[src/rtl/faims_pkg.sv]
// Shared types and constants for the FAIMS HV switch and coil charge sequencer.
package faims_pkg;

    typedef enum logic [1:0] {
        ST_IDLE  = 2'd0,
        ST_START = 2'd1,
        ST_RUN   = 2'd2
    } faims_state_e;

    localparam int unsigned FAIMS_DEADTIME   = 2;
    localparam int unsigned FAIMS_MIN_PERIOD = 4;

    // Round-robin successor of cur in the range 0..n-1.
    function automatic int unsigned rr_next(input int unsigned cur, input int unsigned n);
        return (cur + 1 >= n) ? 0 : cur + 1;
    endfunction

endpackage

[src/rtl/faims_coil_sched.sv]
// Round-robin coil channel selector with skip-period counter, advanced once per FAIMS period.
module faims_coil_sched
    import faims_pkg::*;
#(
    parameter int unsigned N_COILS = 2,
    parameter int unsigned CH_W    = (N_COILS > 1) ? $clog2(N_COILS) : 1
) (
    input  logic            clk,
    input  logic            rst_n,
    input  logic            clear,
    input  logic            step,
    input  logic [7:0]      skip,
    output logic [CH_W-1:0] chan,
    output logic            charge
);

    logic [CH_W-1:0] chan_q, chan_d;
    logic [7:0]      skip_cnt_q, skip_cnt_d;

    // chan_q/skip_cnt_q describe the period that starts next; stepping happens
    // during the first cycle of the period that has just consumed them.
    always_comb begin
        chan_d     = chan_q;
        skip_cnt_d = skip_cnt_q;
        if (clear) begin
            chan_d     = '0;
            skip_cnt_d = '0;
        end else if (step) begin
            if (skip_cnt_q == 8'd0) begin
                chan_d     = CH_W'(rr_next(32'(chan_q), N_COILS));
                skip_cnt_d = skip;
            end else begin
                skip_cnt_d = skip_cnt_q - 8'd1;
            end
        end
    end

    always_ff @(posedge clk or negedge rst_n) begin
        if (!rst_n) begin
            chan_q     <= '0;
            skip_cnt_q <= '0;
        end else begin
            chan_q     <= chan_d;
            skip_cnt_q <= skip_cnt_d;
        end
    end

    assign chan   = chan_q;
    assign charge = (skip_cnt_q == 8'd0);

endmodule

[src/rtl/faims_multi.sv]
// FAIMS high/low HV switch generator with dead time, plus round-robin multi-channel coil charging.
module faims_multi
    import faims_pkg::*;
#(
    parameter int unsigned PERIOD_W = 10,
    parameter int unsigned WORK_W   = 8,
    parameter int unsigned N_COILS  = 2,
    parameter int unsigned DEADTIME = FAIMS_DEADTIME
) (
    input  logic                CLK,
    input  logic                i_reset_n,
    input  logic                i_enable,
    input  logic [PERIOD_W-1:0] i_parFaimsPeriod,
    input  logic [PERIOD_W-1:0] i_parFaimsPulseLen,
    input  logic [WORK_W-1:0]   i_parWork,
    input  logic [7:0]          i_parSkipPulses,
    output logic                o_faimsUp,
    output logic                o_faimsDown,
    output logic [N_COILS-1:0]  o_coilU,
    output logic [N_COILS-1:0]  o_coilD,
    output logic                o_periodStrobe,
    output logic                o_paramErr
);

    localparam int unsigned CH_W  = (N_COILS > 1) ? $clog2(N_COILS) : 1;
    localparam int unsigned EXT_W = ((PERIOD_W > WORK_W) ? PERIOD_W : WORK_W) + 4;
    typedef logic [EXT_W-1:0] ext_t;
    localparam ext_t DT_X   = ext_t'(DEADTIME);
    localparam ext_t DT2_X  = ext_t'(2 * DEADTIME);
    localparam ext_t MINP_X = ext_t'(FAIMS_MIN_PERIOD);

    faims_state_e        state_q, state_d;
    logic [PERIOD_W-1:0] count_q, count_d;
    logic [PERIOD_W-1:0] period_q, period_d;
    logic [PERIOD_W-1:0] pulse_q, pulse_d;
    logic [WORK_W-1:0]   work_q, work_d;
    logic [7:0]          skip_q, skip_d;
    logic                cur_charge_q, cur_charge_d;
    logic [CH_W-1:0]     cur_chan_q, cur_chan_d;
    logic                up_q, up_d, down_q, down_d;
    logic                strobe_q, strobe_d, err_q, err_d;
    logic [N_COILS-1:0]  coil_up_q, coil_dn_q, coil_on_d;

    logic [CH_W-1:0]     sched_chan;
    logic                sched_charge, sched_clear;
    logic                run_d, wrap, load;
    ext_t                period_clamp, work_lim, work_clamp;
    ext_t                count_x, pulse_x, period_x, work_x;

    always_comb begin
        period_clamp = ext_t'(i_parFaimsPeriod);
        if (period_clamp < MINP_X) begin
            period_clamp = MINP_X;
        end
        work_lim   = (period_clamp > DT_X) ? period_clamp - DT_X : '0;
        work_clamp = ext_t'(i_parWork);
        if (work_clamp > work_lim) begin
            work_clamp = work_lim;
        end
    end

    // Outputs are computed from next-state values so each registered output
    // lines up with the registered count it describes.
    always_comb begin
        state_d = state_q;
        case (state_q)
            ST_IDLE:  if (i_enable) state_d = ST_START;
            ST_START: state_d = i_enable ? ST_RUN : ST_IDLE;
            ST_RUN:   if (!i_enable) state_d = ST_IDLE;
            default:  state_d = ST_IDLE;
        endcase

        wrap  = (state_q == ST_RUN) && (count_q == period_q - PERIOD_W'(1));
        run_d = (state_d == ST_RUN);
        load  = run_d && ((state_q == ST_START) || wrap);

        period_d     = period_q;
        pulse_d      = pulse_q;
        work_d       = work_q;
        skip_d       = skip_q;
        cur_charge_d = cur_charge_q;
        cur_chan_d   = cur_chan_q;
        if (load) begin
            period_d     = PERIOD_W'(period_clamp);
            pulse_d      = i_parFaimsPulseLen;
            work_d       = WORK_W'(work_clamp);
            skip_d       = i_parSkipPulses;
            cur_charge_d = sched_charge;
            cur_chan_d   = sched_chan;
        end

        if (!run_d || load) begin
            count_d = '0;
        end else begin
            count_d = count_q + PERIOD_W'(1);
        end

        count_x  = ext_t'(count_d);
        pulse_x  = ext_t'(pulse_d);
        period_x = ext_t'(period_d);
        work_x   = ext_t'(work_d);

        strobe_d = run_d && (count_d == '0);
        err_d    = run_d && (pulse_x + DT2_X >= period_x);
        up_d     = run_d && (count_x < pulse_x);
        down_d   = run_d && !err_d && (count_x >= pulse_x + DT_X) && (count_x + DT_X < period_x);
    end

    for (genvar gi = 0; gi < N_COILS; gi++) begin : g_coil
        assign coil_on_d[gi] = run_d && cur_charge_d && (cur_chan_d == CH_W'(gi)) && (count_x < work_x);
    end

    always_ff @(posedge CLK or negedge i_reset_n) begin
        if (!i_reset_n) begin
            state_q      <= ST_IDLE;
            count_q      <= '0;
            period_q     <= '0;
            pulse_q      <= '0;
            work_q       <= '0;
            skip_q       <= '0;
            cur_charge_q <= 1'b0;
            cur_chan_q   <= '0;
            up_q         <= 1'b0;
            down_q       <= 1'b0;
            strobe_q     <= 1'b0;
            err_q        <= 1'b0;
            coil_up_q    <= '0;
            coil_dn_q    <= '0;
        end else begin
            state_q      <= state_d;
            count_q      <= count_d;
            period_q     <= period_d;
            pulse_q      <= pulse_d;
            work_q       <= work_d;
            skip_q       <= skip_d;
            cur_charge_q <= cur_charge_d;
            cur_chan_q   <= cur_chan_d;
            up_q         <= up_d;
            down_q       <= down_d;
            strobe_q     <= strobe_d;
            err_q        <= err_d;
            coil_up_q    <= coil_on_d;
            coil_dn_q    <= coil_on_d;
        end
    end

    // A fresh enable always restarts the rotation at channel 0.
    assign sched_clear = (state_q == ST_IDLE);

    faims_coil_sched #(
        .N_COILS (N_COILS),
        .CH_W    (CH_W)
    ) u_sched (
        .clk    (CLK),
        .rst_n  (i_reset_n),
        .clear  (sched_clear),
        .step   (strobe_q),
        .skip   (skip_q),
        .chan   (sched_chan),
        .charge (sched_charge)
    );

    assign o_faimsUp      = up_q;
    assign o_faimsDown    = down_q;
    assign o_coilU        = coil_up_q;
    assign o_coilD        = coil_dn_q;
    assign o_periodStrobe = strobe_q;
    assign o_paramErr     = err_q;

endmodule

[config.mk]
export PLATFORM = sky130hd
export DESIGN_NAME = faims_multi
export DESIGN_NICKNAME = d
export VERILOG_FILES = /design/src/rtl/faims_pkg.sv /design/src/rtl/faims_coil_sched.sv /design/src/rtl/faims_multi.sv
export SDC_FILE = /design/constraint.sdc
export NUM_CORES = 1
export LEC_CHECK = 0
export ABC_AREA = 1
export CORE_MARGIN = 2
export CORE_UTILIZATION = 26
export CTS_BUF_LIST = sky130_fd_sc_hd__clkbuf_8
export DETAILED_ROUTE_END_ITERATION = 10
export PLACE_DENSITY = 0.4
export SYNTH_ARGS = -nofsm -noshare
export SYNTH_HDL_FRONTEND = slang
export SYNTH_SLANG_ARGS = --single-unit
[constraint.sdc]
create_clock -name CLK -period 7.15 [get_ports CLK]
set_clock_uncertainty 0.15 [all_clocks]
set_input_delay 0.715 -clock CLK [delete_from_list [all_inputs] [get_ports CLK]]
set_output_delay 0.715 -clock CLK [all_outputs]
set_load 0.01 [all_outputs]
==> flow_summary.json, run 1 <==
{
  "status": "completed",
  "cp-end-kind": "register",
  "synthSimpleGateAreaFrac_pct": 28.7,
  "antenna_found_initial": 0,
  "fin_tns_setup_ns": 0,
  "die-area_sq_mm": 0.0215,
  "cp.arrival_ns": 5.35,
  "route.met3.wl_um": 481,
  "cts-buffers-inserted": 9,
  "top_layer_used": "met4",
  "synth_xor_area_share_pct": 5.47,
  "crit_family": "simple AND/OR/NAND/NOR gates",
  "cts-resized-gates": 0,
  "ys_async_sr_fraction_pct": 100,
  "place_area_sq_mm": 0.00604,
  "yosys-top-cells-area": "dfrtp_1 31%, ha_1 14%, nand2_1 13%",
  "synth-main-ff-cell": "dfrtp_1",
  "avgSynthCellArea_sq_um": 7.26,
  "htreeDepth": 3,
  "clk_pin_slew_ns": 0.08,
  "syn-instance-count": 728,
  "postCtsSetupRepairBufs": 0,
  "drv_cap": 0,
  "yosysWarnings": 0,
  "io_buffers": 46,
  "hold_viol": 0,
  "coreArea_sq_mm": 0.0201,
  "cts_root_buffer": "clkbuf_8",
  "rows": 52,
  "cts_hold_buf": 0,
  "dr_total_vias": 4681,
  "nNetsFinal": 877,
  "die_h_um": 147,
  "synth_top_area_share_pct": 30.8,
  "viasPerCell": 4.45,
  "routabilityCongestion": 0.890,
  "n_antenna_cell": 0,
  "p_sw_share_pct": 45.9,
  "cts_tree": "built",
  "area_growth_syn_to_layout_pct": 18.1,
  "syn-cell-area_sq_mm": 0.00529,
  "critical_path_class": "in2reg",
  "hold_class": "reg2reg",
  "avgRoutedWirePerCell_um": 14.6,
  "clkSinkCount": 65,
  "met1Wirelength_um": 7490,
  "fin_crit_sh_pct": 72.7,
  "first_global_vias": 4656,
  "synth_fp_nets": 828,
  "crit_slowest_cell": "clkdlybuf4s50_1",
  "crit_fanout": 14,
  "ir_drop_v": 0.000123,
  "grt_max_degree": 66,
  "drc": 0,
  "rsz0062_at_grt": "no",
  "fillers": 2130,
  "wl_met2_um": 7200,
  "synth_seq_cells": 65,
  "yosysSeqAreaShare_pct": 30.8,
  "worstPathBufferInverterCount": 6,
  "clockBufferDepth": 2,
  "period_minus_slack_ns": 5.20,
  "setup_viol": 0,
  "cp-start-kind": "input pin",
  "max_freq_mhz": 192,
  "power.share.sequential_pct": 30.1,
  "hpwl_um": 12300,
  "grtUsageTotal_pct": 15.1,
  "synth_top_family_by_area": "simple AND/OR/NAND/NOR gates",
  "power.leakage_nw": 3.25,
  "worstPathRequired_ns": 7.30,
  "synth_largest_area_cell": "dfrtp_1",
  "synth_mux_area_share_pct": 0,
  "switching_power_uw": 843,
  "ys_types": 43,
  "overflow": 0,
  "maxSlewHeadroom_pct": 36.8,
  "grt_pass1_wl_um": 25100,
  "synthAdderAreaFrac_pct": 14.4,
  "dieWidth_um": 147,
  "slew_violations": 0,
  "wl_um": 15400,
  "first_pass_iters": 4,
  "cp_common_cell": "nor2_1",
  "synth_edf_count": 0,
  "antenna_left": 0,
  "clock_latency_ns": 0.38,
  "postLayoutCellArea_sq_mm": 0.00624,
  "powerDensity_mw_per_mm2": 294,
  "drt_iter0_markers": 250,
  "synth_compound_area_share_pct": 9.40,
  "p_comb_share_pct": 51.2,
  "worst_pin_slew_ns": 0.948,
  "clockPowerShare_pct": 18.7,
  "initial_core_util_pct": 26.3,
  "io_pins": 47,
  "internal_power_uw": 995,
  "cp_slowest_stage_delay_ns": 0.49,
  "drive_above_1_share_pct": 8.57
}
==> Yosys cell counts (3+ instances only) <==
library cell,count
xor2_1,28
xnor2_1,5
nand4_1,15
ha_1,61
clkbuf_1,4
nand3_1,30
o211ai_1,6
inv_1,130
nor2_1,69
nand2_4,5
nand2_1,177
dfrtp_1,65
o21ai_1,5
o32ai_1,5
a21oi_1,19
a211oi_1,4
nor2_2,8
buf_2,4
o21ai_2,4
or2_2,8
o21ai_0,21
a31oi_1,3
inv_2,8
nor3_1,13
nand2_2,4
==> cell type report <==
cell class	count	area, sq um	area share, %
Multi-Input combinational cell	512	3060	49.1
Tap cell	270	338	5.41
Timing Repair Buffer	51	493	7.90
Sequential cell	65	1630	26.1
Clock inverter	7	78.8	1.26
Inverter	138	518	8.30
Clock buffer	9	124	1.98
==> cells in the final DEF, fill, tap and decap left out, types with 6 or more instances in the layout <==
cell,count
nand2_1,177
clkdlybuf4s50_1,45
a21oi_1,19
clkbuf_8,9
dfrtp_1,65
o21ai_0,21
nor3_1,13
nor2_2,8
nand4_1,15
nand3_1,30
xor2_1,28
nor2_1,69
inv_2,8
o211ai_1,6
or2_2,8
ha_1,61
inv_1,130
==> through the flow <==
step | instances | hold WS, ns | total power, mW | worst slack (ns) | utilization [%]
final | 1052 | 0.333 | 1.84 | 1.95 | 31.0
after global routing | 1052 | 0.361 | 2.04 | 1.41 | 31.0
after CTS | 1052 | 0.343 | 1.86 | 2.03 | 31.0
after detailed placement | 1036 | 0.321 | 1.51 | 1.66 | 30.0
after global placement | 1036 | 0.320 | 1.51 | 1.79 | 30.0
after floorplan | 728 | 0.269 | 1.24 | 2.86 | -
==> sequential cells by signal, indices dropped and copies added, names as in the netlist, 2 cells and up <==
name,flops
count_q,10
state_q,2
pulse_q,10
work_q,8
u_sched.skip_cnt_q,8
period_q,10
o_coilD,2
skip_q,8
==> metal layers <==
metal	global-route usage [%]	vias to the layer above
met5	0	-
met2	24.4	81
met3	2.50	18
met1	20.9	2179
met4	4.37	0
li1	-	2403
==> power groups by stage <==
| stage | clock network [mW] | logic [mW] | registers [mW] |
|---|---|---|---|
| final | 0.344 | 0.941 | 0.554 |
| after global routing | 0.375 | 1.09 | 0.572 |
| after CTS | 0.356 | 0.952 | 0.555 |
| after detailed placement | 0 | 0.945 | 0.562 |
| after global placement | 0 | 0.952 | 0.559 |
| after floorplan | 0 | 0.699 | 0.542 |
==> worst reg2reg max path, cell delays in order, from the launching register on <==
cell and delay (ns):
dfrtp_1 0.40, inv_1 0.06, nor2_1 0.06, o21ai_0 0.60, inv_1 0.38, nand2_4 0.28, inv_1 0.08, or2_2 0.29
o21ai_2 0.12, inv_1 0.13, ha_1 0.25, nand3_1 0.11, nor2_1 0.10, xor2_1 0.17, ha_1 0.31, nand2_1 0.10
inv_1 0.06, nand4_1 0.10, nand4_1 0.11, a211oi_1 0.21, o21ai_0 0.15, a21oi_2 0.18, nand3_1 0.10, a21oi_2 0.10
==> kinds of logic after synthesis <==
group,Yosys count
DFF,65
xor gates and xnor gates,33
and+or+nand+nor,340
AOI/OAI and AO/OA,78
adders and majority gates,61
buffers and inverters,151
==> path summary, 6_finish.rpt <==
| path | start | to | slack [ns] | cells after the start |
|---|---|---|---|---|
| setup reg to reg | state_q[0] | o_faimsDown | 2.49 | 23 |
| setup / recovery | i_parFaimsPeriod[4] | o_coilD[1] | 1.95 | 32 |
| hold / removal | work_q[4] | work_q[4] | 0.33 | 2 |
| min in group asynchronous | i_reset_n | period_q[8] | 0.38 | 2 |
| max in group asynchronous | i_reset_n | cur_chan_q | 5.82 | 2 |
| hold reg to reg | work_q[4] | work_q[4] | 0.33 | 2 |
No activity file was read; power rests on OpenSTA's default activity.
==> run 2: changes to the inputs <==
clock period = 5.32 ns   (was 7.15 ns; I/O delays follow)
==> flow_summary.json, run 2 (synthesis results as in run 1) <==
{
  "cp-end-kind": "register",
  "clockBufferDepth": 2,
  "avgRoutedWirePerCell_um": 14.7,
  "die_h_um": 147,
  "worstPathBufferInverterCount": 6,
  "cts-buffers-inserted": 9,
  "hpwl_um": 12600,
  "overflow": 0,
  "initial_core_util_pct": 26.3,
  "die-area_sq_mm": 0.0215,
  "drc": 0,
  "grt_max_degree": 43,
  "drive_above_1_share_pct": 10.7,
  "cp_common_cell": "nor2_1",
  "max_freq_mhz": 205,
  "rr_startpoint": "period_q[0]",
  "clkSinkCount": 65,
  "worst_pin_slew_ns": 0.824,
  "powerDensity_mw_per_mm2": 387,
  "reg2reg_depth": 34,
  "dr_total_vias": 4725,
  "crit_fanout": 8,
  "reg_top3": "count_q x10, period_q x10, pulse_q x10",
  "status": "completed",
  "maxSlewHeadroom_pct": 44.5,
  "clock_latency_ns": 0.37,
  "critical_path_class": "in2reg",
  "drt_iter0_markers": 187,
  "cts_hold_buf": 0,
  "io_pins": 47,
  "cp.arrival_ns": 4.97,
  "rows": 52,
  "n_antenna_cell": 0,
  "first_pass_iters": 5,
  "fin_crit_sh_pct": 91.5,
  "area_growth_syn_to_layout_pct": 20.3,
  "setup_viol": 0,
  "met1Wirelength_um": 7510,
  "hold_class": "in2async",
  "coreArea_sq_mm": 0.0201,
  "final_common_cell": "nand2_1",
  "wl_met2_um": 7110,
  "nNetsFinal": 892,
  "cts_tree": "built",
  "r2r_slack_ns": 0.55,
  "clk_pin_slew_ns": 0.09,
  "top_layer_used": "met4",
  "rr_endpoint": "o_faimsDown",
  "drv_cap": 0,
  "grtUsageTotal_pct": 15.1,
  "crit_end": "o_coilD[1]",
  "p_total_mw": 2.46,
  "crit_slowest_cell": "clkdlybuf4s50_1",
  "route.met3.wl_um": 537,
  "hold_viol": 0,
  "startpoint": "i_parFaimsPeriod[4]",
  "crit_family": "simple AND/OR/NAND/NOR gates",
  "dp_cells": 1048,
  "final_cell_mix": "177 x nand2_1, 129 x inv_1, 67 x nor2_1",
  "slew_violations": 0,
  "power.leakage_nw": 3.31,
  "fillers": 2160,
  "viasPerCell": 4.43,
  "worstPathRequired_ns": 5.43,
  "dieWidth_um": 147,
  "first_global_vias": 4658,
  "io_buffers": 46,
  "routabilityCongestion": 0.807,
  "cts_root_buffer": "clkbuf_8",
  "wl_um": 15600,
  "ir_drop_v": 0.000148,
  "htreeDepth": 3,
  "period_minus_slack_ns": 4.87,
  "cp-start-kind": "input pin",
  "antenna_found_initial": 0,
  "whs_ns": 0.00718,
  "grt_pass1_wl_um": 24900,
  "antenna_left": 0,
  "cp_slowest_stage_delay_ns": 0.44,
  "cp.depth": 31,
  "stdcell_count": 1067
}
==> run 2: cell types whose count changed in the layout (fill, tap and decap cells not counted), sizes merged <==
cell,previous run,this run
clkinvlp,2,3
buf,6,21
bufinv,1,0
==> run 2: layer usage <==
metal / vias up / track usage [%]
met2: 77 / 24.0
met1: 2186 / 20.3
li1: 2433 / -
met3: 29 / 2.66
met5: - / 0
met4: 0 / 6.26
==> run 2: worst min path at each step <==
stage	depth (start not counted)	end	start	slack, ns
detailed placement	2	work_q[6]	work_q[6]	0.32
global route	1	period_q[3]	i_reset_n	0.04
finish	1	period_q[3]	i_reset_n	0.007
CTS	1	period_q[3]	i_reset_n	0.02
global placement	2	work_q[4]	work_q[4]	0.32
floorplan	0	count_q[0]	i_reset_n	0.09
==> run 2: layout make-up <==
type / count / area (sq um) / share of cell area [%]
multi-input combinational: 512 / 3070 / 48.3
timing repair buffer: 66 / 618 / 9.72
tap: 270 / 338 / 5.31
clock buffer: 9 / 124 / 1.95
clock inverter: 7 / 61.3 / 0.964
inverter: 138 / 522 / 8.21
sequential: 65 / 1630 / 25.6
==> run 2: worst reg2reg max path: cells and delay by family, from the launching register on <==
kind | cells | cell delay (ns)
adder cells (fa/ha/maj) | 3 | 0.83
XOR/XNOR | 1 | 0.15
buffers and inverters | 4 | 0.41
AO/OA/AOI/OAI | 5 | 0.56
flip-flops | 1 | 0.38
AND/OR/NAND/NOR | 21 | 2.19
==> run 2: what timing repair did <==
action	in CTS	in global routing
setup buffers	0	3
gates resized for setup	0	3
endpoints found under the setup margin	0	3
==> run 2: report_power, final <==
part	switching, mW	internal, mW
clock	0.242	0.177
sequential	0.0914	0.650
combinational	0.813	0.489
==> run 2: stage by stage <==
| step | util [%] | worst slack, ns | cell area [sq um] | setup TNS, ns |
|---|---|---|---|---|
| after floorplan | - | 1.21 | 5290 | 0 |
| after global placement | 30.5 | 0.303 | 6130 | 0 |
| after detailed placement | 30.5 | 0.0691 | 6130 | 0 |
| after CTS | 31.4 | 0.369 | 6310 | 0 |
| after global routing | 31.6 | -0.00143 | 6360 | -0.00143 |
| final | 31.6 | 0.454 | 6360 | 0 |
